<file path="config.mk">
export PLATFORM = sky130hd
export DESIGN_NAME = inst_encoder
export DESIGN_NICKNAME = d
export VERILOG_FILES = /design/src/rtl/inst_enc_pkg.sv /design/src/rtl/inst_pack.sv /design/src/rtl/inst_encoder.sv
export SDC_FILE = /design/constraint.sdc
export NUM_CORES = 1
export LEC_CHECK = 0
export CORE_MARGIN = 8
export CORE_UTILIZATION = 32
export CTS_CLUSTER_DIAMETER = 60
export DETAILED_ROUTE_END_ITERATION = 10
export HOLD_SLACK_MARGIN = 0.08
export PLACE_DENSITY_LB_ADDON = 0.3
export SLEW_MARGIN = 20
export SYNTH_ARGS = -nofsm -noshare
export SYNTH_HDL_FRONTEND = slang
export SYNTH_SLANG_ARGS = --single-unit
</file>
<file path="constraint.sdc">
create_clock -name clk -period 2.3 [get_ports clk]
set_input_delay 0.575 -clock clk [delete_from_list [all_inputs] [get_ports clk]]
set_output_delay 0.575 -clock clk [all_outputs]
set_load 0.01 [all_outputs]
</file>
<file path="src/rtl/inst_enc_pkg.sv">
// Shared types and constants for the RV32I instruction encoder: format codes,
// opcodes, the NOP filler word and per-format immediate widths.
package inst_enc_pkg;

  typedef enum logic [2:0] {
    FMT_R       = 3'd0,
    FMT_I_ARITH = 3'd1,
    FMT_I_LOAD  = 3'd2,
    FMT_S       = 3'd3,
    FMT_B       = 3'd4,
    FMT_J       = 3'd5,
    FMT_I_JALR  = 3'd6,
    FMT_RSVD    = 3'd7
  } fmt_e;

  typedef enum logic [1:0] {
    ST_IDLE  = 2'd0,
    ST_RUN   = 2'd1,
    ST_DRAIN = 2'd2,
    ST_DONE  = 2'd3
  } state_e;

  localparam logic [6:0] OP_R       = 7'b0110011;
  localparam logic [6:0] OP_I_ARITH = 7'b0010011;
  localparam logic [6:0] OP_I_LOAD  = 7'b0000011;
  localparam logic [6:0] OP_S       = 7'b0100011;
  localparam logic [6:0] OP_B       = 7'b1100011;
  localparam logic [6:0] OP_J       = 7'b1101111;
  localparam logic [6:0] OP_I_JALR  = 7'b1100111;

  localparam logic [31:0] NOP_WORD = 32'h0000_0013;

  localparam int unsigned IMM_W_I = 12;
  localparam int unsigned IMM_W_S = 12;
  localparam int unsigned IMM_W_B = 13;
  localparam int unsigned IMM_W_J = 21;

  // True when v is representable as an n-bit two's-complement value.
  function automatic logic fits_signed(input logic [31:0] v, input int unsigned n);
    logic [31:0] s;
    s = $unsigned($signed(v) >>> (n - 1));
    return (s == '0) || (s == '1);
  endfunction

endpackage

</file>
<file path="src/rtl/inst_pack.sv">
// Combinational field-to-word packer with an immediate range/alignment flag.
// Optional feature macro: IMM_CHECK_EN (out-of-range immediates replaced by the NOP word).
module inst_pack
  import inst_enc_pkg::*;
#(
  parameter logic [31:0] P_NOP = NOP_WORD
) (
  input  fmt_e        i_fmt,
  input  logic [4:0]  i_rd,
  input  logic [4:0]  i_rs1,
  input  logic [4:0]  i_rs2,
  input  logic [2:0]  i_funct3,
  input  logic [6:0]  i_funct7,
  input  logic [31:0] i_imm,
  output logic [31:0] o_word,
  output logic        o_ok
);

  logic [31:0] w_raw;
  logic        w_ok;

  always_comb begin
    w_raw = P_NOP;
    w_ok  = 1'b0;
    case (i_fmt)
      FMT_R: begin
        w_raw = {i_funct7, i_rs2, i_rs1, i_funct3, i_rd, OP_R};
        w_ok  = 1'b1;
      end
      FMT_I_ARITH: begin
        w_raw = {i_imm[11:0], i_rs1, i_funct3, i_rd, OP_I_ARITH};
        w_ok  = fits_signed(i_imm, IMM_W_I);
      end
      FMT_I_LOAD: begin
        w_raw = {i_imm[11:0], i_rs1, i_funct3, i_rd, OP_I_LOAD};
        w_ok  = fits_signed(i_imm, IMM_W_I);
      end
      FMT_I_JALR: begin
        w_raw = {i_imm[11:0], i_rs1, i_funct3, i_rd, OP_I_JALR};
        w_ok  = fits_signed(i_imm, IMM_W_I);
      end
      FMT_S: begin
        w_raw = {i_imm[11:5], i_rs2, i_rs1, i_funct3, i_imm[4:0], OP_S};
        w_ok  = fits_signed(i_imm, IMM_W_S);
      end
      FMT_B: begin
        w_raw = {i_imm[12], i_imm[10:5], i_rs2, i_rs1, i_funct3,
                 i_imm[4:1], i_imm[11], OP_B};
        w_ok  = fits_signed(i_imm, IMM_W_B) && !i_imm[0];
      end
      FMT_J: begin
        // funct3 and rs fields are not part of the J layout.
        w_raw = {i_imm[20], i_imm[10:1], i_imm[11], i_imm[19:12], i_rd, OP_J};
        w_ok  = fits_signed(i_imm, IMM_W_J) && !i_imm[0];
      end
      default: begin
        w_raw = P_NOP;
        w_ok  = 1'b0;
      end
    endcase
  end

`ifdef IMM_CHECK_EN
  assign o_word = w_ok ? w_raw : P_NOP;
`else
  assign o_word = w_raw;
`endif
  assign o_ok = w_ok;

endmodule

</file>
<file path="src/rtl/inst_encoder.sv">
// RV32I program writer: accepts field bundles, packs them and writes words sequentially.
// Optional feature macro: IMM_CHECK_EN (rejected bundles raise sticky err / err_addr).
module inst_encoder #(
  parameter int unsigned ADDR_W   = 32,
  parameter logic [31:0] NOP_WORD = inst_enc_pkg::NOP_WORD
) (
  input  logic              clk,
  input  logic              rst,
  input  logic              start,
  input  logic [ADDR_W-1:0] base_addr,
  input  logic              in_valid,
  output logic              in_ready,
  input  logic [2:0]        in_fmt,
  input  logic [4:0]        in_rd,
  input  logic [4:0]        in_rs1,
  input  logic [4:0]        in_rs2,
  input  logic [2:0]        in_funct3,
  input  logic [6:0]        in_funct7,
  input  logic [31:0]       in_imm,
  input  logic              in_last,
  output logic              wr_en,
  output logic [ADDR_W-1:0] wr_addr,
  output logic [31:0]       wr_data,
  output logic              busy,
  output logic              done,
  output logic              err,
  output logic [ADDR_W-1:0] err_addr
);

  import inst_enc_pkg::*;

  // state    | meaning
  // ST_IDLE  | waiting for start
  // ST_RUN   | accepting bundles, one write per accept
  // ST_DRAIN | final write on the bus
  // ST_DONE  | done pulse, then back to idle
  state_e r_state, w_next;

  logic [ADDR_W-1:0] r_addr;
  logic [ADDR_W-1:0] r_wr_addr;
  logic [31:0]       r_wr_data;
  logic              r_wr_en;
  logic [31:0]       w_word;
  logic              w_ok;
  logic              w_accept;
  logic              w_start;

  assign w_accept = in_valid && (r_state == ST_RUN);
  assign w_start  = start && (r_state == ST_IDLE);

  inst_pack #(.P_NOP(NOP_WORD)) u_pack (
    .i_fmt    (fmt_e'(in_fmt)),
    .i_rd     (in_rd),
    .i_rs1    (in_rs1),
    .i_rs2    (in_rs2),
    .i_funct3 (in_funct3),
    .i_funct7 (in_funct7),
    .i_imm    (in_imm),
    .o_word   (w_word),
    .o_ok     (w_ok)
  );

  always_ff @(posedge clk) begin
    if (rst) r_state <= ST_IDLE;
    else     r_state <= w_next;
  end

  always_comb begin
    w_next = r_state;
    case (r_state)
      ST_IDLE:  if (start) w_next = ST_RUN;
      ST_RUN:   if (w_accept && in_last) w_next = ST_DRAIN;
      ST_DRAIN: w_next = ST_DONE;
      ST_DONE:  w_next = ST_IDLE;
      default:  w_next = ST_IDLE;
    endcase
  end

  always_ff @(posedge clk) begin
    if (rst) begin
      r_addr    <= '0;
      r_wr_addr <= '0;
      r_wr_data <= '0;
      r_wr_en   <= 1'b0;
    end else begin
      r_wr_en <= w_accept;
      if (w_start) begin
        r_addr <= base_addr;
      end else if (w_accept) begin
        r_addr    <= r_addr + ADDR_W'(4);
        r_wr_addr <= r_addr;
        r_wr_data <= w_word;
      end
    end
  end

`ifdef IMM_CHECK_EN
  logic              r_err;
  logic [ADDR_W-1:0] r_err_addr;

  // Only the first rejected word of a program records its address.
  always_ff @(posedge clk) begin
    if (rst) begin
      r_err      <= 1'b0;
      r_err_addr <= '0;
    end else if (w_start) begin
      r_err      <= 1'b0;
      r_err_addr <= '0;
    end else if (w_accept && !w_ok) begin
      r_err <= 1'b1;
      if (!r_err) r_err_addr <= r_addr;
    end
  end

  assign err      = r_err;
  assign err_addr = r_err_addr;
`else
  logic w_unused_ok;
  assign w_unused_ok = w_ok;
  assign err         = 1'b0;
  assign err_addr    = '0;
`endif

  assign in_ready = (r_state == ST_RUN);
  assign busy     = (r_state != ST_IDLE);
  assign done     = (r_state == ST_DONE);
  assign wr_en    = r_wr_en;
  assign wr_addr  = r_wr_addr;
  assign wr_data  = r_wr_data;

endmodule

</file>
==> run summary <==
Die Ht - 144 um
Layout Utilization - 46.1%
Final hold violation count - 0
FFs w/ async S/R, synth - 0%
Area leader, netlist - dfxtp_1
ANT cells - 0
Crit Path Category - input port to register
Clock Sinks - 98
Yosys warns - 0
Most common cell in the netlist - nand2_1
Area delta synth->final - 43.2%
Worst R2R End - r_addr[24]
Die area - 20,700 um^2
Arrival @ worst endpoint - 2.43 ns
Initial drt markers - 352
Worst Path Required - 2.54 ns
Post-cts sizing count - 2
Reg2reg path depth - 7
Number of remaining DRC errors - 0
Cells after Synth - 688
Crit start category - input port
Placed cells - 1,060
CP max FO - 11
Worst VDD drop - 0.400 mV
Drt via density - 5.05
P_leak - 2.58 nW
Final min period - 2.19 ns
Post-synth EDFFs - 0
Non-Filler Instances - 1,076
Post-route clock period utilization - 95.1%
Final ANT Viol Nets - 0
RSZ-0062 raised after global routing - no
CTS tree - built
Critical path endpoint category - register
Yosys top cell area share - 37.4%
Clk_skew - 0.0118 ns
# rows - 47
Setup Total Neg Slack - 0 ns
Total vias in the final route - 5,432
Max-slew headroom - 60.5%
Drt wl/cell - 15.9 um
Area after DPL - 7180 um^2
Number of max-cap violations - 0
Mean Syn Cell Area - 7.62 um^2
Commonest cells in the netlist - 120 x nand2_1, 98 x dfxtp_1, 71 x a21oi_1
Gp weighted congestion - 0.816
Initial Util - 32.2%
HP Class - register to register
Total CTS buffers - 9
Max-slew violations - 0
Mapped Area - 5250 um^2
Worst Hold End - wr_data[28]
Primary FF master, synth - dfxtp_1
GR Util All Layers - 16.1%
Final HPWL from detailed placement - 12,600 um
First-pass GRT wire length - 26,500 um
Status - finished, final reports clean
H-tree depth reported by CTS - 3
Post-route cell area - 7510 um^2
# setup viols final - 0
Hold_sp - wr_data[28]
Top cells by area, synth - dfxtp_1 37%, nand2_1 8.6%, a21oi_1 6.8%
Width of the die - 144 um
Synthesis-stage register bit count - 98
Final wirelength - 17,100 um
Cts hold-fix bufs - 0
IO Pins - 198
Power Density - 813 nW/um^2
Clock buffer depth - 2
Worst-Margin Slew - 0.588 ns
Core Footprint - 16,300 um^2
Fmax - 457 MHz
Nets - 954
Reg2Reg Setup Slack - 0.17 ns
Post-synth cell types - 51
Fraction of layout cells with a size suffix above 1 - 10.3%
Reg2Reg Launch Point - r_state[1]
Congestion Overflow GR - 0
Setup Fix Bufs, Post-CTS - 0
Clock Tree Root - clkbuf_16
Vias in the first global route - 5,116
PortBufs - 153
Clk_lat worst skew - 0.36 ns
Worst hold path depth - 2
Drt first pass iters - 4
Clock Pin Slew Worst Setup and Hold Paths - 0.07 ns
Initial antenna violation count - 0
Largest net degree at the start of global routing - 45
Post-synthesis sequential area ratio - 37.4%
placed cells by master (no fill, tap or decap), types with 7 or more instances in the layout:
cell / n
nand3b_1: 9
nor3_1: 27
nor3b_1: 12
clkdlybuf4s50_1: 151
a21oi_1: 71
clkbuf_16: 9
or3_1: 9
nor4_1: 18
nor2_1: 52
nand4_1: 14
buf_4: 53
conb_1: 33
dfxtp_1: 98
xnor2_1: 9
nand2_1: 117
nand3_1: 19
nor2b_1: 11
a311oi_1: 7
a211oi_1: 25
a211o_1: 10
flip-flops by register name, summed over array words and instances, names as in the netlist:
| signal | count |
|---|---|
| wr_data | 31 |
| wr_addr | 32 |
| wr_en | 1 |
| r_state | 2 |
| r_addr | 32 |
layer usage:
metal	wire length, um	track usage, %	share of wire (%)
met3	1230	3.20	7.2
met5	0	0	0
met2	7860	26.0	46
met1	7710	20.6	45
met4	312	6.20	1.8
per-stage QoR:
| stage | worst slack [ns] | hold slack [ns] | total power [W] |
|---|---|---|---|
| finish | 0.114 | 0.452 | 0.00611 |
| global route | 0.00417 | 0.466 | 0.00649 |
| CTS | 0.0329 | 0.458 | 0.00617 |
| detailed placement | -0.422 | 0.446 | 0.00455 |
| global placement | -0.327 | 0.440 | 0.00453 |
| floorplan | 0.204 | 0.432 | 0.00351 |
cell type report:
class                      instances  area [um^2]
fill                            1645         8780
tap                              220          275
sequential                        98         1960
timing repair buffer             209         2000
clock inverter                     5         61.3
multi-input combinational        527         2940
inverter                           6         22.5
clock buffer                      11          253
logic make-up (layout without fill, tap and decap cells):
kind of cell    count (synthesis)  after routing  share of synthesized area, %
fa+ha+maj                       6              6                          1.43
compound gates                152            152                          19.0
flops                          98             98                          37.4
xor+xnor                       13             13                          2.17
mux                             4              4                         0.787
buf+inv                        95            231                          9.40
simple gates                  319            319                          29.8
other cells                     1             33                        0.0715
where the power goes:
group / leakage, nW / internal [W] / switching [W]
sequential: 0.799 / 0.00200 / 0.000302
clock: 0.156 / 0.000909 / 0.000684
combinational: 1.63 / 0.00105 / 0.00116
total: 2.58 / 0.00396 / 0.00215
critical path, stage by stage:
cell and delay [ns]:
clkdlybuf4s50_1 0.50, nand2_2 0.14, buf_4 0.21, or3_1 0.39, o41a_1 0.33, a2111oi_2 0.29
worst max path at each step:
| stage | startpoint | endpoint | cells past startpoint | slack, ns |
|---|---|---|---|---|
| after CTS | in_valid | r_addr[24] | 6 | 0.03 |
| after floorplan | r_state[1] | r_addr[23] | 7 | 0.20 |
| after detailed placement | in_valid | r_addr[24] | 6 | -0.42 |
| final | in_valid | r_addr[24] | 6 | 0.11 |
| after global placement | in_valid | r_addr[27] | 5 | -0.33 |
| after global routing | r_addr[3] | r_addr[30] | 5 | 0.004 |
(Power assumes the default switching activity.)
